==> config.mk <==
export PLATFORM = sky130hd
export DESIGN_NAME = adder_share_sched_flat
export DESIGN_NICKNAME = d
export VERILOG_FILES = /design/src/rtl/adder_share_sched_if.sv /design/src/rtl/adder_share_sched.sv /design/src/flat_wrapper.sv
export SDC_FILE = /design/constraint.sdc
export NUM_CORES = 1
export LEC_CHECK = 0
export ABC_AREA = 1
export CAP_MARGIN = 20
export CORE_UTILIZATION = 42
export CTS_BUF_LIST = sky130_fd_sc_hd__clkbuf_8 sky130_fd_sc_hd__clkbuf_16
export CTS_CLUSTER_DIAMETER = 50
export DETAILED_ROUTE_END_ITERATION = 10
export GPL_TIMING_DRIVEN = 1
export PLACE_DENSITY = 0.78
export SYNTH_ARGS = -nofsm -noshare
export SYNTH_HDL_FRONTEND = slang
export SYNTH_SLANG_ARGS = --single-unit
==> constraint.sdc <==
create_clock -name clk -period 2.61 [get_ports clk]
set_clock_uncertainty 0.2 [all_clocks]
set_input_delay 0.522 -clock clk [delete_from_list [all_inputs] [get_ports clk]]
set_output_delay 0.522 -clock clk [all_outputs]
set_load 0.02 [all_outputs]
==> src/rtl/adder_share_sched_if.sv <==
// Requester/result bus of the shared limb adder. Requesters and the result
// consumer sit on the master side; the scheduler is the slave.
interface adder_share_sched_if;
  logic [1:0]  req_valid;
  logic [1:0]  req_ready;
  logic [63:0] req_a;
  logic [63:0] req_b;
  logic [1:0]  req_cin;
  logic        res_valid;
  logic        res_ready;
  logic [31:0] res_sum;
  logic        res_cout;
  logic        res_last;
  logic        res_id;
  logic        busy;

  modport master (
    output req_valid, req_a, req_b, req_cin, res_ready,
    input  req_ready, res_valid, res_sum, res_cout, res_last, res_id, busy
  );

  modport slave (
    input  req_valid, req_a, req_b, req_cin, res_ready,
    output req_ready, res_valid, res_sum, res_cout, res_last, res_id, busy
  );
endinterface

==> src/rtl/adder_share_sched.sv <==
// Time-shares one 32-bit adder between two requesters. Each operation is
// WORDS limbs, LS limb first, with the carry chained through a register.
module adder_share_sched #(
  parameter int unsigned WORDS = 4
) (
  input  logic                      clk,
  input  logic                      rst_n,
  adder_share_sched_if.slave        bus
);

  localparam int unsigned CNT_W = (WORDS > 1) ? $clog2(WORDS) : 1;
  localparam int unsigned LAST  = WORDS - 1;

  typedef enum logic {ST_IDLE = 1'b0, ST_BUSY = 1'b1} state_t;

  state_t             r_state;
  state_t             w_next_state;
  logic               r_grant;
  logic               w_next_grant;
  logic               r_rr;
  logic               w_next_rr;
  logic [1:0]         w_req_ready;
  logic [CNT_W-1:0]   r_cnt;
  logic               r_carry;
  logic               r_res_valid;
  logic [31:0]        r_res_sum;
  logic               r_res_cout;
  logic               r_res_last;
  logic               r_res_id;

  logic               w_slot_free;
  logic               w_acc;
  logic               w_last;
  logic [31:0]        w_a;
  logic [31:0]        w_b;
  logic               w_cin;
  logic [32:0]        w_sum;

  // Limb operand select, carry source and the single shared adder
  assign w_slot_free = !r_res_valid || bus.res_ready;
  assign w_acc       = (r_state == ST_BUSY) && w_slot_free && bus.req_valid[r_grant];
  assign w_last      = (r_cnt == CNT_W'(LAST));
  assign w_a         = r_grant ? bus.req_a[63:32] : bus.req_a[31:0];
  assign w_b         = r_grant ? bus.req_b[63:32] : bus.req_b[31:0];
  assign w_cin       = (r_cnt == '0) ? bus.req_cin[r_grant] : r_carry;
  assign w_sum       = 33'(w_a) + 33'(w_b) + 33'(w_cin);

  // State, grant and round-robin pointer register
  always_ff @(posedge clk or negedge rst_n) begin
    if (!rst_n) begin
      r_state <= ST_IDLE;
      r_grant <= 1'b0;
      r_rr    <= 1'b0;
    end else begin
      r_state <= w_next_state;
      r_grant <= w_next_grant;
      r_rr    <= w_next_rr;
    end
  end

  // Arbitration in IDLE; grant is locked in BUSY until the last limb
  always_comb begin
    w_next_state = r_state;
    w_next_grant = r_grant;
    w_next_rr    = r_rr;
    w_req_ready  = 2'b00;
    unique case (r_state)
      ST_IDLE: begin
        if (|bus.req_valid) begin
          w_next_grant = (bus.req_valid == 2'b11) ? r_rr : bus.req_valid[1];
          w_next_rr    = ~w_next_grant;
          w_next_state = ST_BUSY;
        end
      end
      ST_BUSY: begin
        if (w_slot_free) begin
          w_req_ready[r_grant] = 1'b1;
        end
        if (w_acc && w_last) begin
          w_next_state = ST_IDLE;
        end
      end
      default: w_next_state = ST_IDLE;
    endcase
  end

  // Limb counter and inter-limb carry
  always_ff @(posedge clk or negedge rst_n) begin
    if (!rst_n) begin
      r_cnt   <= '0;
      r_carry <= 1'b0;
    end else if (w_acc) begin
      if (w_last) begin
        r_cnt   <= '0;
        r_carry <= 1'b0;
      end else begin
        r_cnt   <= r_cnt + CNT_W'(1);
        r_carry <= w_sum[32];
      end
    end
  end

  // Single-entry result register: load on accepted limb, clear on drain
  always_ff @(posedge clk or negedge rst_n) begin
    if (!rst_n) begin
      r_res_valid <= 1'b0;
      r_res_sum   <= '0;
      r_res_cout  <= 1'b0;
      r_res_last  <= 1'b0;
      r_res_id    <= 1'b0;
    end else if (w_acc) begin
      r_res_valid <= 1'b1;
      r_res_sum   <= w_sum[31:0];
      r_res_cout  <= w_sum[32];
      r_res_last  <= w_last;
      r_res_id    <= r_grant;
    end else if (bus.res_ready) begin
      r_res_valid <= 1'b0;
    end
  end

  assign bus.req_ready = w_req_ready;
  assign bus.res_valid = r_res_valid;
  assign bus.res_sum   = r_res_sum;
  assign bus.res_cout  = r_res_cout;
  assign bus.res_last  = r_res_last;
  assign bus.res_id    = r_res_id;
  assign bus.busy      = (r_state == ST_BUSY);

endmodule

==> src/flat_wrapper.sv <==
// flat-port wrapper written by rule: the top's interface ports become plain ports
module adder_share_sched_flat 
#(
  parameter int unsigned WORDS = 4
)
  (clk, rst_n, bus_req_valid, bus_req_a, bus_req_b, bus_req_cin, bus_res_ready, bus_req_ready, bus_res_valid, bus_res_sum, bus_res_cout, bus_res_last, bus_res_id, bus_busy);
  adder_share_sched_if bus_i ();
  input  logic clk;
  input  logic rst_n;
  input wire logic [$bits(bus_i.req_valid)-1:0] bus_req_valid;
  input wire logic [$bits(bus_i.req_a)-1:0] bus_req_a;
  input wire logic [$bits(bus_i.req_b)-1:0] bus_req_b;
  input wire logic [$bits(bus_i.req_cin)-1:0] bus_req_cin;
  input wire logic [$bits(bus_i.res_ready)-1:0] bus_res_ready;
  output wire logic [$bits(bus_i.req_ready)-1:0] bus_req_ready;
  output wire logic [$bits(bus_i.res_valid)-1:0] bus_res_valid;
  output wire logic [$bits(bus_i.res_sum)-1:0] bus_res_sum;
  output wire logic [$bits(bus_i.res_cout)-1:0] bus_res_cout;
  output wire logic [$bits(bus_i.res_last)-1:0] bus_res_last;
  output wire logic [$bits(bus_i.res_id)-1:0] bus_res_id;
  output wire logic [$bits(bus_i.busy)-1:0] bus_busy;
  assign bus_i.req_valid = bus_req_valid;
  assign bus_i.req_a = bus_req_a;
  assign bus_i.req_b = bus_req_b;
  assign bus_i.req_cin = bus_req_cin;
  assign bus_i.res_ready = bus_res_ready;
  assign bus_req_ready = bus_i.req_ready;
  assign bus_res_valid = bus_i.res_valid;
  assign bus_res_sum = bus_i.res_sum;
  assign bus_res_cout = bus_i.res_cout;
  assign bus_res_last = bus_i.res_last;
  assign bus_res_id = bus_i.res_id;
  assign bus_busy = bus_i.busy;
  adder_share_sched #(.WORDS(WORDS)) u_core (.clk(clk), .rst_n(rst_n), .bus(bus_i));
endmodule
==> results of run 1 <==
## cell type report
| cell class | instances | area, um^2 | share of cell area (%) |
|---|---|---|---|
| tap | 143 | 179 | 2.35 |
| inverter | 122 | 463 | 6.08 |
| clock inverter | 2 | 60.1 | 0.789 |
| clock buffer | 6 | 139 | 1.82 |
| multi-input combinational | 695 | 3500 | 45.9 |
| timing repair buffer | 227 | 2220 | 29.2 |
| sequential | 42 | 1050 | 13.8 |
## power by group through the flow
stage	Clock, mW	Sequential, mW	Combinational [mW]
floorplan	0	1.49	4.73
global placement	0	1.18	7.62
detailed placement	0	1.19	7.76
CTS	0.833	1.18	7.95
global route	0.867	1.23	9.40
finish	0.826	1.19	8.45
## cells by family (layout without fill, tap and decap cells)
group / after synthesis / in the layout / synth area share [%]
adders and majority gates: 35 / 35 / 9.19
DFF: 42 / 42 / 21.3
AOI/OAI and AO/OA: 51 / 51 / 5.87
and+or+nand+nor: 595 / 595 / 49.6
buffers and inverters: 143 / 357 / 11.6
xor gates and xnor gates: 14 / 14 / 2.49
## synthesized netlist by cell type (2+ instances only)
cell type / instances / area, um^2
nand2_1: 472 / 1770
inv_1: 113 / 424
dfrtp_1: 42 / 1050
nand3_1: 41 / 205
nor2_1: 39 / 146
ha_1: 33 / 413
a21oi_1: 20 / 100
nand2_2: 16 / 100
o21ai_1: 15 / 75.1
xnor2_1: 13 / 114
inv_2: 9 / 33.8
clkbuf_1: 8 / 30.0
nor2_2: 8 / 50.1
nand3_2: 6 / 60.1
buf_2: 5 / 25.0
buf_1: 4 / 15.0
nand3b_1: 4 / 30.0
o21ai_0: 4 / 20.0
o21bai_1: 4 / 30.0
a21oi_2: 3 / 26.3
buf_6: 3 / 33.8
nand4_1: 3 / 18.8
fa_1: 2 / 40.0
nor3_2: 2 / 20.0
## worst max-delay path, stage by stage, from the launching register on
cell and delay (ns):
dfrtp_2 0.47, buf_6 0.16, nand2_4 0.06, a31oi_4 0.08
fa_2 0.37, fa_2 0.40, nand3_2 0.09, nand3_4 0.10
a21oi_4 0.19, o21ai_2 0.09, nand2_1 0.09, nand2_2 0.07
nand2_1 0.06, nand2_1 0.06
## worst min-delay path by stage
stage / slack (ns) / cells past startpoint / end / startpoint
after floorplan: 0.03 / 0 / u_core.bus.busy$_DFF_PN0_ / rst_n
after global placement: 0.25 / 2 / u_core.bus.res_sum[1]$_DFFE_PN0P_ / u_core.bus.res_sum[1]$_DFFE_PN0P_
after detailed placement: 0.26 / 2 / u_core.bus.res_sum[0]$_DFFE_PN0P_ / u_core.bus.res_sum[0]$_DFFE_PN0P_
after CTS: 0.03 / 1 / u_core.bus.res_id$_DFFE_PN0P_ / rst_n
after global routing: 0.06 / 1 / u_core.bus.res_id$_DFFE_PN0P_ / rst_n
final: 0.02 / 1 / u_core.bus.res_valid$_DFFE_PN0P_ / rst_n
## per-stage QoR
step	power (mW)	worst slack [ns]	hold WS, ns	instance area [um^2]	util (%)
2_1_floorplan	6.22	0.0474	0.0264	4930	-
3_3_place_gp	8.80	-0.330	0.253	7100	62.2
3_5_place_dp	8.94	-0.398	0.261	7100	62.2
4_1_cts	9.97	-0.00360	0.0313	7380	64.6
5_1_grt	11.5	-0.157	0.0569	7610	66.7
6_report	10.5	0.00981	0.0178	7610	66.7
## layer usage
metal  global-route usage (%)  vias to the layer above  wire (um)  share of wire [%]
met3                     2.18                       17        810                5.5
li1                         -                     3089          -                  -
met4                     5.83                        0        197                1.3
met1                     34.0                     2505       6940                 47
met2                     39.7                      184       6730                 46
met5                        0                        -          0                  0
## state kept, by name, indices dropped and copies added (netlist names)
| register | flops |
|---|---|
| u_core.bus.res_cout | 1 |
| u_core.r_rr | 1 |
| u_core.r_grant | 1 |
| u_core.r_cnt | 2 |
| u_core.bus.res_id | 1 |
| u_core.r_carry | 1 |
| u_core.bus.res_sum | 32 |
| u_core.bus.res_last | 1 |
| u_core.bus.res_valid | 1 |
| u_core.bus.busy | 1 |
## timing repair
| action | CTS | global route |
|---|---|---|
| pin swaps | 1 | 19 |
| cloned | 1 | 1 |
| resized for setup | 12 | 53 |
| setup endpoints to repair | 28 | 31 |
| setup buffers | 2 | 2 |
==> impl_results.md, run 1 <==
- First-pass GRT wire length: 23,300 um
- Fillers: 1,032
- Clk sinks: 42
- # placed instances: 1,223
- Sequential power share: 11.4%
- Via count: 5,795
- Register-to-Register Setup Slack: 0.01 ns
- Count of final setup violators: 0
- Rows: 39
- Switching Power: 5.33 mW
- Fin cells: 1,237
- Worst vdd ir: 0.956 mV
- Maxcap violations: 0
- Commonest non-fill, non-tap cells in the layout: nand2_1 (461), clkdlybuf4s50_1 (164), inv_1 (112), buf_4 (47), dfrtp_1 (41)
- N_diodes: 0
- Internal: 5.14 mW
- Critical path origin: u_core.r_grant$_DFFE_PN0P_
- Clock buffer depth: 2
- Initial Util: 43.1%
- Slew at the pin closest to its max-slew limit: 0.541 ns
- Clk_lat worst skew: 0.28 ns
- Dpl hpwl: 11,600 um
- Top-Level Pins: 174
- Initial DRC Count: 322
- Vias per cell: 4.68
- End of the worst register-to-register path: u_core.bus.res_cout$_DFFE_PN0P_
- R2R cell count: 13
- Critical Path RT: 2.58 ns
- Main synth FF type: dfrtp_1
- Total CTS buffers: 5
- Hold-fix buffers at CTS: 0
- Crit Path Class: reg -> reg
- Crit path time final: 2.60 ns
- Drt pass-1 iters: 7
- Yosys reg bits: 42
- Vias in the first global route: 5,266
- Synthesized area: 0.00493 mm^2
- Die Wd: 110 um
- Crit Reg-Reg Startpoint: u_core.r_grant$_DFFE_PN0P_
- Setup TNS Final: 0 ns
- Worst setup path end: u_core.bus.res_cout$_DFFE_PN0P_
- Syn_area_per_cell: 5.60 um^2
- Seq/Total Area, Yosys: 21.3%
- Syn Inst Count: 880
- Logic pwr share: 80.7%
- Final net count: 1,263
- CTS tree: done
- CTS clock-pin slew for the worst setup and hold paths: 0.06 ns
- Root buf cell: clkbuf_16
- Commonest non-fill, non-tap cell in the layout: nand2_1
- Drt total wl: 14,700 um
- Share of cells above drive strength 1: 13.6%
- RSZ-0062 raised after global routing: yes
- Max Freq: 385 MHz
- CORE AREA: 0.0114 mm^2
- CTS H-tree lvls: 2
- FFs w/ async S/R, synth: 100%
- Layout area overhead: 54.5%
- Rel. slew slack: 63.9%
- PortBufs: 173
- DRC Markers: 0
- Gpl congestion: 0.892
- PwrDens: 1380 mW/mm^2
- Largest net degree at the start of global routing: 63
- Height of the chip: 110 um
- Pins Over Slew Limit: 0
- EDFF count, synth: 0
- Netlist cell types: 35
- ANT nets after route: 0
- Run status: finished, final reports clean
- Startpoint types: register
- Synth warnings: 0
- Static Leak: 4.25 nW
- Die footprint: 0.0122 mm^2
- GRT overflow: 0
- Clock power share: 7.9%
- Worst EP arrival: 2.57 ns
- Net switching share of the total power: 50.9%
- CP Capture Type: register
- Tcrit/Tclk final: 99.6%
- Worst Path Max Fanout: 4
- HP Class: in -> async
- Mapped Nets: 1,050
- Initial antenna violation count: 0
- Total Routing Usage GR: 24.2%
- Wire length per cell: 11.9 um
- Hold Vio Cnt, Final: 0
Note: power is estimated with default switching activity, not from simulation.
==> run 2: changes to the inputs <==
--- a/config.mk
+++ b/config.mk
@@ -7,12 +7,14 @@
 export LEC_CHECK = 0
 export ABC_AREA = 1
 export CAP_MARGIN = 20
+export CORE_ASPECT_RATIO = 1.4
 export CORE_UTILIZATION = 42
 export CTS_BUF_LIST = sky130_fd_sc_hd__clkbuf_8 sky130_fd_sc_hd__clkbuf_16
 export CTS_CLUSTER_DIAMETER = 50
 export DETAILED_ROUTE_END_ITERATION = 10
 export GPL_TIMING_DRIVEN = 1
 export PLACE_DENSITY = 0.78
+export SETUP_SLACK_MARGIN = 0.3
 export SYNTH_ARGS = -nofsm -noshare
 export SYNTH_HDL_FRONTEND = slang
 export SYNTH_SLANG_ARGS = --single-unit
==> run 2 against run 1 <==
Compared with the run above: via count is 4.9% higher; sequential power hardly changed; wire length is 15% higher; sequential share of layout area is 0.95 points lower; largest cell class unchanged; clock-buffer cell count is 1 lower; clock power is 15% lower; die area hardly changed; first-iteration DRC count is 9.0% lower; non-clock buffer count is 4 higher; utilization is 5.1 points higher; register-to-register slack better by 0.02 ns.
==> impl_results.md, run 2 (same netlist as run 1, synthesis figures left out) <==
- Pins Over Slew Limit: 0 (unchanged)
- Net switching share of the total power: 50.7% (-0.25 points)
- N_diodes: 0 (unchanged)
- Commonest non-fill, non-tap cells in the layout: nand2_1 (432), clkdlybuf4s50_1 (164), inv_1 (109), nand2_2 (50), buf_4 (49)
- Run status: finished, final reports clean
- Max Freq: 388 MHz (+0.82%)
- Hold Vio Cnt, Final: 0 (unchanged)
- Worst Path Max Fanout: 7 (+3)
- Crit Reg-Reg Startpoint: u_core.r_grant$_DFFE_PN0P_
- Sequential power share: 10.1% (-1.3 points)
- Critical path origin: u_core.r_grant$_DFFE_PN0P_
- CORE AREA: 0.0114 mm^2 (-0.20%)
- Crit Path Class: reg -> reg
- ANT nets after route: 0 (unchanged)
- Clk_lat worst skew: 0.29 ns (about the same)
- Slew at the pin closest to its max-slew limit: 0.545 ns (+0.00312 ns)
- Design area: 0.00818 mm^2 (+7.4%)
- End of the worst register-to-register path: u_core.r_carry$_DFFE_PN0P_
- PwrDens: 1470 mW/mm^2 (+6.6%)
- Startpoint types: register
- CTS clock-pin slew for the worst setup and hold paths: 0.06 ns (about the same)
- Critical Path RT: 2.59 ns (about the same)
- Count of final setup violators: 0 (unchanged)
- Vias in the first global route: 5,525 (+4.9%)
- DRC Markers: 0 (unchanged)
- Total chip power: 12.0 mW (+15%)
- Crit path top cell by count: nand2_1
- Share of cells above drive strength 1: 20.8% (+7.1 points)
- Initial Util: 43.2% (+0.085 points)
- RSZ-0062 raised after global routing: yes
- Rel. slew slack: 63.7% (-0.21 points)
- Maxcap violations: 0 (unchanged)
- Crit path time final: 2.58 ns (-0.0211 ns)
- GRT overflow: 0 (unchanged)
- Critical Path, Cell by Cell: buf_12 > nand2_2 > a31oi_2 > fa_2 > fa_2 > nand3_2 > nand3_4 > a21oi_4 > o21ai_2 > nand2_1 > nand2_1 > nand3_1 > nand2_1
- Vias per cell: 4.90 (+4.5%)
- CP max stage delay: 0.45 ns (-0.02 ns)
- Logic pwr share: 84.1% (+3.4 points)
- CTS tree: done
- Place WS: -0.354 ns (+0.0441 ns)
- Clock power share: 5.8% (-2.1 points)
- Worst vdd ir: 0.902 mV (-5.6%)
- Initial antenna violation count: 0 (unchanged)
- Switching Power: 6.08 mW (+14%)
- Die Wd: 93.5 um (-15%)
- Clock buffer depth: 2 (unchanged)
- Critical-path top delay cell: dfrtp_2
- Drt pass-1 iters: 6 (-1)
- Gpl congestion: 0.940 (+5.4%)
- Layout area overhead: 66.0%
- HP Class: in -> async
- Total CTS buffers: 5 (unchanged)
- Internal: 5.91 mW (+15%)
- First-pass GRT wire length: 25,400 um (+8.6%)
- Fillers: 909 (-12%)
- Worst EP arrival: 2.56 ns (about the same)
- Dpl hpwl: 12,300 um (+6.1%)
- Via count: 6,080 (+4.9%)
- Height of the chip: 130 um (+18%)
- Drt total wl: 16,900 um (+15%)
- Initial DRC Count: 293 (-9.0%)
- Largest net degree at the start of global routing: 50 (-21%)
- Max FFs per register: 32 (unchanged)
- CP Capture Type: register
- Wire length per cell: 13.6 um (+15%)
- Final net count: 1,267 (+0.32%)
- Area after DPL: 0.00718 mm^2 (+1.2%)
- Hold slack final: 0.107 ns (+0.0895 ns)
- Top-Level Pins: 174 (unchanged)
- Final WS setup: 0.0309 ns (+0.0211 ns)
- Commonest non-fill, non-tap cell in the layout: nand2_1
- Total Routing Usage GR: 26.6% (+2.4 points)
- Rows: 46 (+18%)
- CTS H-tree lvls: 2 (unchanged)
- R2R cell count: 13 (unchanged)
- Root buf cell: clkbuf_16
- Clk sinks: 42 (unchanged)
- Register-to-Register Setup Slack: 0.03 ns (+0.02 ns)
- Static Leak: 4.25 nW (about the same)
- Die footprint: 0.0122 mm^2 (about the same)
- Tcrit/Tclk final: 98.8% (-0.81 points)
- PortBufs: 173 (unchanged)
-- run 2: cell types whose count changed in the layout (fill, tap and decap cells not counted), moves of 4 or more --
cell,delta
nand2_1,-29
ha_1,-25
dlygate4sd2_1,+5
inv_2,+4
ha_4,+26
dlymetal6s2s_1,-7
xnor2_2,+4
nand2_2,+26
nand3_1,-4
xnor2_1,-6
-- run 2: worst max path at each step --
stage	end	cells after the start	slack (ns)
floorplan	u_core.r_carry$_DFFE_PN0P_	14	0.12
global placement	u_core.r_carry$_DFFE_PN0P_	13	-0.32
detailed placement	u_core.r_carry$_DFFE_PN0P_	13	-0.35
CTS	u_core.r_carry$_DFFE_PN0P_	13	0.07
global route	u_core.bus.res_sum[24]$_DFFE_PN0P_	14	-0.09
finish	u_core.r_carry$_DFFE_PN0P_	13	0.03
-- run 2: cell type report --
| class | instances | area, um^2 | share of cell area, % |
|---|---|---|---|
| Tap cell | 144 | 180 | 2.20 |
| Multi-Input combinational cell | 695 | 4050 | 49.5 |
| Timing Repair Buffer | 231 | 2270 | 27.8 |
| Clock buffer | 5 | 125 | 1.53 |
| Clock inverter | 3 | 41.3 | 0.505 |
| Sequential cell | 42 | 1050 | 12.9 |
| Inverter | 122 | 460 | 5.63 |
-- run 2: timing repair --
item / in CTS / in global routing
pin swaps: 24 / 16
buffers inserted: 4 / 2
cloned: 1 / 2
resized for setup: 81 / 67
endpoints found under the setup margin: 33 / 33
hold buffers: 0 / 0
-- run 2: power groups by stage --
stage	Combinational [mW]	Clock (mW)	Sequential, mW
6_report	10.1	0.700	1.21
5_1_grt	11.0	0.738	1.23
4_1_cts	9.26	0.705	1.20
3_5_place_dp	8.07	0	1.21
3_3_place_gp	7.96	0	1.20
2_1_floorplan	4.81	0	1.49
-- run 2: metrics by stage --
| stage | setup TNS, ns | util, % | std cells |
|---|---|---|---|
| floorplan | 0 | - | 880 |
| global placement | -5.53 | 63.0 | 1225 |
| detailed placement | -6.41 | 63.0 | 1225 |
| CTS | 0 | 69.1 | 1238 |
| global route | -0.613 | 71.7 | 1242 |
| finish | 0 | 71.7 | 1242 |
-- run 2: layer usage --
| metal | vias to the layer above | part of all wire, % | routed length (um) | GRT usage [%] |
|---|---|---|---|---|
| li1 | 3108 | - | - | - |
| met1 | 2723 | 36 | 6170 | 28.7 |
| met2 | 206 | 55 | 9250 | 52.1 |
| met3 | 43 | 4.4 | 752 | 2.45 |
| met4 | 0 | 4.6 | 777 | 11.0 |
| met5 | - | 0 | 0 | 0 |
-- run 2: worst max-delay path: cells and delay by family, from the launching register on --
| kind | cells | cell delay (ns) |
|---|---|---|
| AND/OR/NAND/NOR | 7 | 0.53 |
| AO/OA/AOI/OAI | 3 | 0.34 |
| buffers and inverters | 1 | 0.17 |
| adder cells (fa/ha/maj) | 2 | 0.78 |
| flip-flops | 1 | 0.45 |
==> run 3: changes to the inputs <==
--- a/config.mk
+++ b/config.mk
@@ -7,13 +7,12 @@
 export LEC_CHECK = 0
 export ABC_AREA = 1
 export CAP_MARGIN = 20
-export CORE_ASPECT_RATIO = 1.4
-export CORE_UTILIZATION = 42
+export CORE_ASPECT_RATIO = 0.75
+export CORE_UTILIZATION = 30
 export CTS_BUF_LIST = sky130_fd_sc_hd__clkbuf_8 sky130_fd_sc_hd__clkbuf_16
 export CTS_CLUSTER_DIAMETER = 50
 export DETAILED_ROUTE_END_ITERATION = 10
 export GPL_TIMING_DRIVEN = 1
-export PLACE_DENSITY = 0.78
 export SETUP_SLACK_MARGIN = 0.3
 export SYNTH_ARGS = -nofsm -noshare
 export SYNTH_HDL_FRONTEND = slang
==> run 3 against run 2 <==
Compared with the run above: the flow now finishes with violations (negative setup slack); non-clock buffer count increased by 15; utilization fell by 20 points; global-route usage shrank 6.0 points; cell count grew 6.5%; setup slack got worse by 0.031 ns; first-iteration DRC count fell by 37%; clock-buffer cell count unchanged; fmax shrank 1.2%.
==> impl_results.md, run 3 (same netlist as run 1, synthesis figures left out) <==
- Sequential power share: 10.3% (+0.2 points)
- Setup TNS Final: -0.0000493 ns (-0.0000493 ns)
- Commonest non-fill, non-tap cell in the layout: nand2_1
- # placed instances: 1,302 (+6.3%)
- Max FFs per register: 32 (unchanged)
- Total CTS buffers: 5 (unchanged)
- DRC Markers: 0 (unchanged)
- Final WS setup: -0.0000493 ns (-0.0309 ns)
- Wire length per cell: 12.7 um (-7.0%)
- Tcrit/Tclk final: 100% (+1.2 points)
- Clk_lat worst skew: 0.28 ns (about the same)
- Crit path time final: 2.61 ns (+0.0309 ns)
- Top-Level Pins: 174 (unchanged)
- Dpl hpwl: 13,800 um (+12%)
- Worst vdd ir: 0.460 mV (-49%)
- Run status: finished, violations left
- Commonest non-fill, non-tap cells in the layout: nand2_1 (446), clkdlybuf4s50_1 (164), inv_1 (111), buf_4 (61), dfrtp_1 (41)
- Hold slack final: 0.268 ns (+0.160 ns)
- Total Routing Usage GR: 20.5% (-6.0 points)
- Critical Path RT: 2.58 ns (about the same)
- Crit Path Class: reg -> reg
- CTS clock-pin slew for the worst setup and hold paths: 0.07 ns (about the same)
- Pins Over Slew Limit: 0 (unchanged)
- GRT overflow: 0 (unchanged)
- Clock buffer depth: 2 (unchanged)
- Register-to-Register Setup Slack: -0.00005 ns (-0.03 ns)
- ANT nets after route: 0 (unchanged)
- Clock power share: 6.9% (+1.1 points)
- First-pass GRT wire length: 27,700 um (+9.3%)
- Rel. slew slack: 74.6% (+11 points)
- Initial DRC Count: 185 (-37%)
- Fin cells: 1,323 (+6.5%)
- Max Freq: 383 MHz (-1.2%)
- Final Util: 51.4% (-20 points)
- Net switching share of the total power: 50.1% (-0.58 points)
- Startpoint types: register
- Largest net degree at the start of global routing: 57 (+14%)
- Vias in the first global route: 5,632 (+1.9%)
- Drt total wl: 16,800 um (-0.99%)
- Static Leak: 4.36 nW (+2.6%)
- Worst Path Max Fanout: 5 (-2)
- Rows: 40 (-13%)
- Internal: 5.90 mW (-0.16%)
- HP Class: reg -> reg
- Drt pass-1 iters: 6 (unchanged)
- N_diodes: 0 (unchanged)
- Root buf cell: clkbuf_16
- Count of final setup violators: 1 (+1)
- Initial Util: 30.8% (-12 points)
- PwrDens: 1440 mW/mm^2 (-2.0%)
- CP Capture Type: register
- CTS tree: done
- Worst EP arrival: 2.58 ns (+0.02 ns)
- Failing checks: negative setup slack
- Maxcap violations: 0 (unchanged)
- Via count: 5,834 (-4.0%)
- Final net count: 1,282 (+1.2%)
- Switching Power: 5.93 mW (-2.5%)
- Share of cells above drive strength 1: 20.1% (-0.64 points)
- CTS H-tree lvls: 2 (unchanged)
- Height of the chip: 113 um (-13%)
- Logic pwr share: 82.8% (-1.3 points)
- Gpl congestion: 0.850 (-9.6%)
- Slew at the pin closest to its max-slew limit: 0.381 ns (-0.164 ns)
- Initial antenna violation count: 0 (unchanged)
- Layout area overhead: 67.1%
- Total chip power: 11.8 mW (-1.3%)
- CORE AREA: 0.0160 mm^2 (+41%)
- PortBufs: 173 (unchanged)
- Hold Vio Cnt, Final: 0 (unchanged)
- RSZ-0062 raised after global routing: yes
- Die footprint: 0.0169 mm^2 (+39%)
- Die Wd: 150 um (+60%)
- Clk sinks: 42 (unchanged)
- Vias per cell: 4.41 (-9.9%)
-- run 3: path summary, 6_finish.rpt --
kind | start | to | cells past startpoint
min reg2reg | u_core.bus.res_id$_DFFE_PN0P_ | u_core.bus.res_id$_DFFE_PN0P_ | 2
min | u_core.bus.res_id$_DFFE_PN0P_ | u_core.bus.res_id$_DFFE_PN0P_ | 2
max reg2reg | u_core.r_grant$_DFFE_PN0P_ | u_core.bus.res_sum[8]$_DFFE_PN0P_ | 11
max in group asynchronous | rst_n | u_core.bus.res_sum[10]$_DFFE_PN0P_ | 3
min in group asynchronous | rst_n | u_core.bus.res_sum[17]$_DFFE_PN0P_ | 2
max | u_core.r_grant$_DFFE_PN0P_ | u_core.bus.res_sum[8]$_DFFE_PN0P_ | 11
-- run 3: power groups by stage --
stage | combinational (mW) | sequential (mW) | clock [mW]
finish | 9.80 | 1.22 | 0.811
global route | 10.9 | 1.26 | 0.850
CTS | 9.40 | 1.22 | 0.820
detailed placement | 8.26 | 1.21 | 0
global placement | 8.22 | 1.19 | 0
floorplan | 4.81 | 1.49 | 0
-- run 3: area by class of cell --
cell class	instances	area, um^2
clock inverter	3	68.8
fill	1669	7790
inverter	122	465
multi-input combinational	695	3900
clock buffer	5	125
timing repair buffer	246	2350
sequential	42	1050
tap	210	263
-- run 3: repair_timing --
item                                    CTS  global route
gates resized for setup                  96            39
cloned                                    1             0
hold endpoints to repair                 13             0
pin swaps                                34            21
endpoints found under the setup margin   34            34
hold buffers                              1             0
setup buffers                             6             5
-- run 3: stage by stage --
stage	instance area, um^2	setup slack, ns
detailed placement	7320	-0.315
finish	8230	-0.0000493
floorplan	4980	0.120
CTS	8030	0.0346
global route	8230	-0.127
global placement	7320	-0.296
-- run 3: critical path, cell delays in order, from the launching register on --
cell,delay [ns]
dfrtp_2,0.47
buf_8,0.17
nand2_4,0.07
a31oi_4,0.07
fa_2,0.39
fa_2,0.41
nand3_2,0.09
nand3_4,0.10
a21oi_4,0.20
buf_6,0.12
xor2_1,0.12
o21ai_1,0.07
-- run 3: layer usage --
layer | share of wire [%] | up-vias | track usage [%]
met1 | 53 | 2523 | 31.0
met5 | 0 | - | 0
met2 | 40 | 164 | 30.6
met4 | 0.92 | 0 | 2.90
met3 | 6.5 | 10 | 3.63
li1 | - | 3137 | -
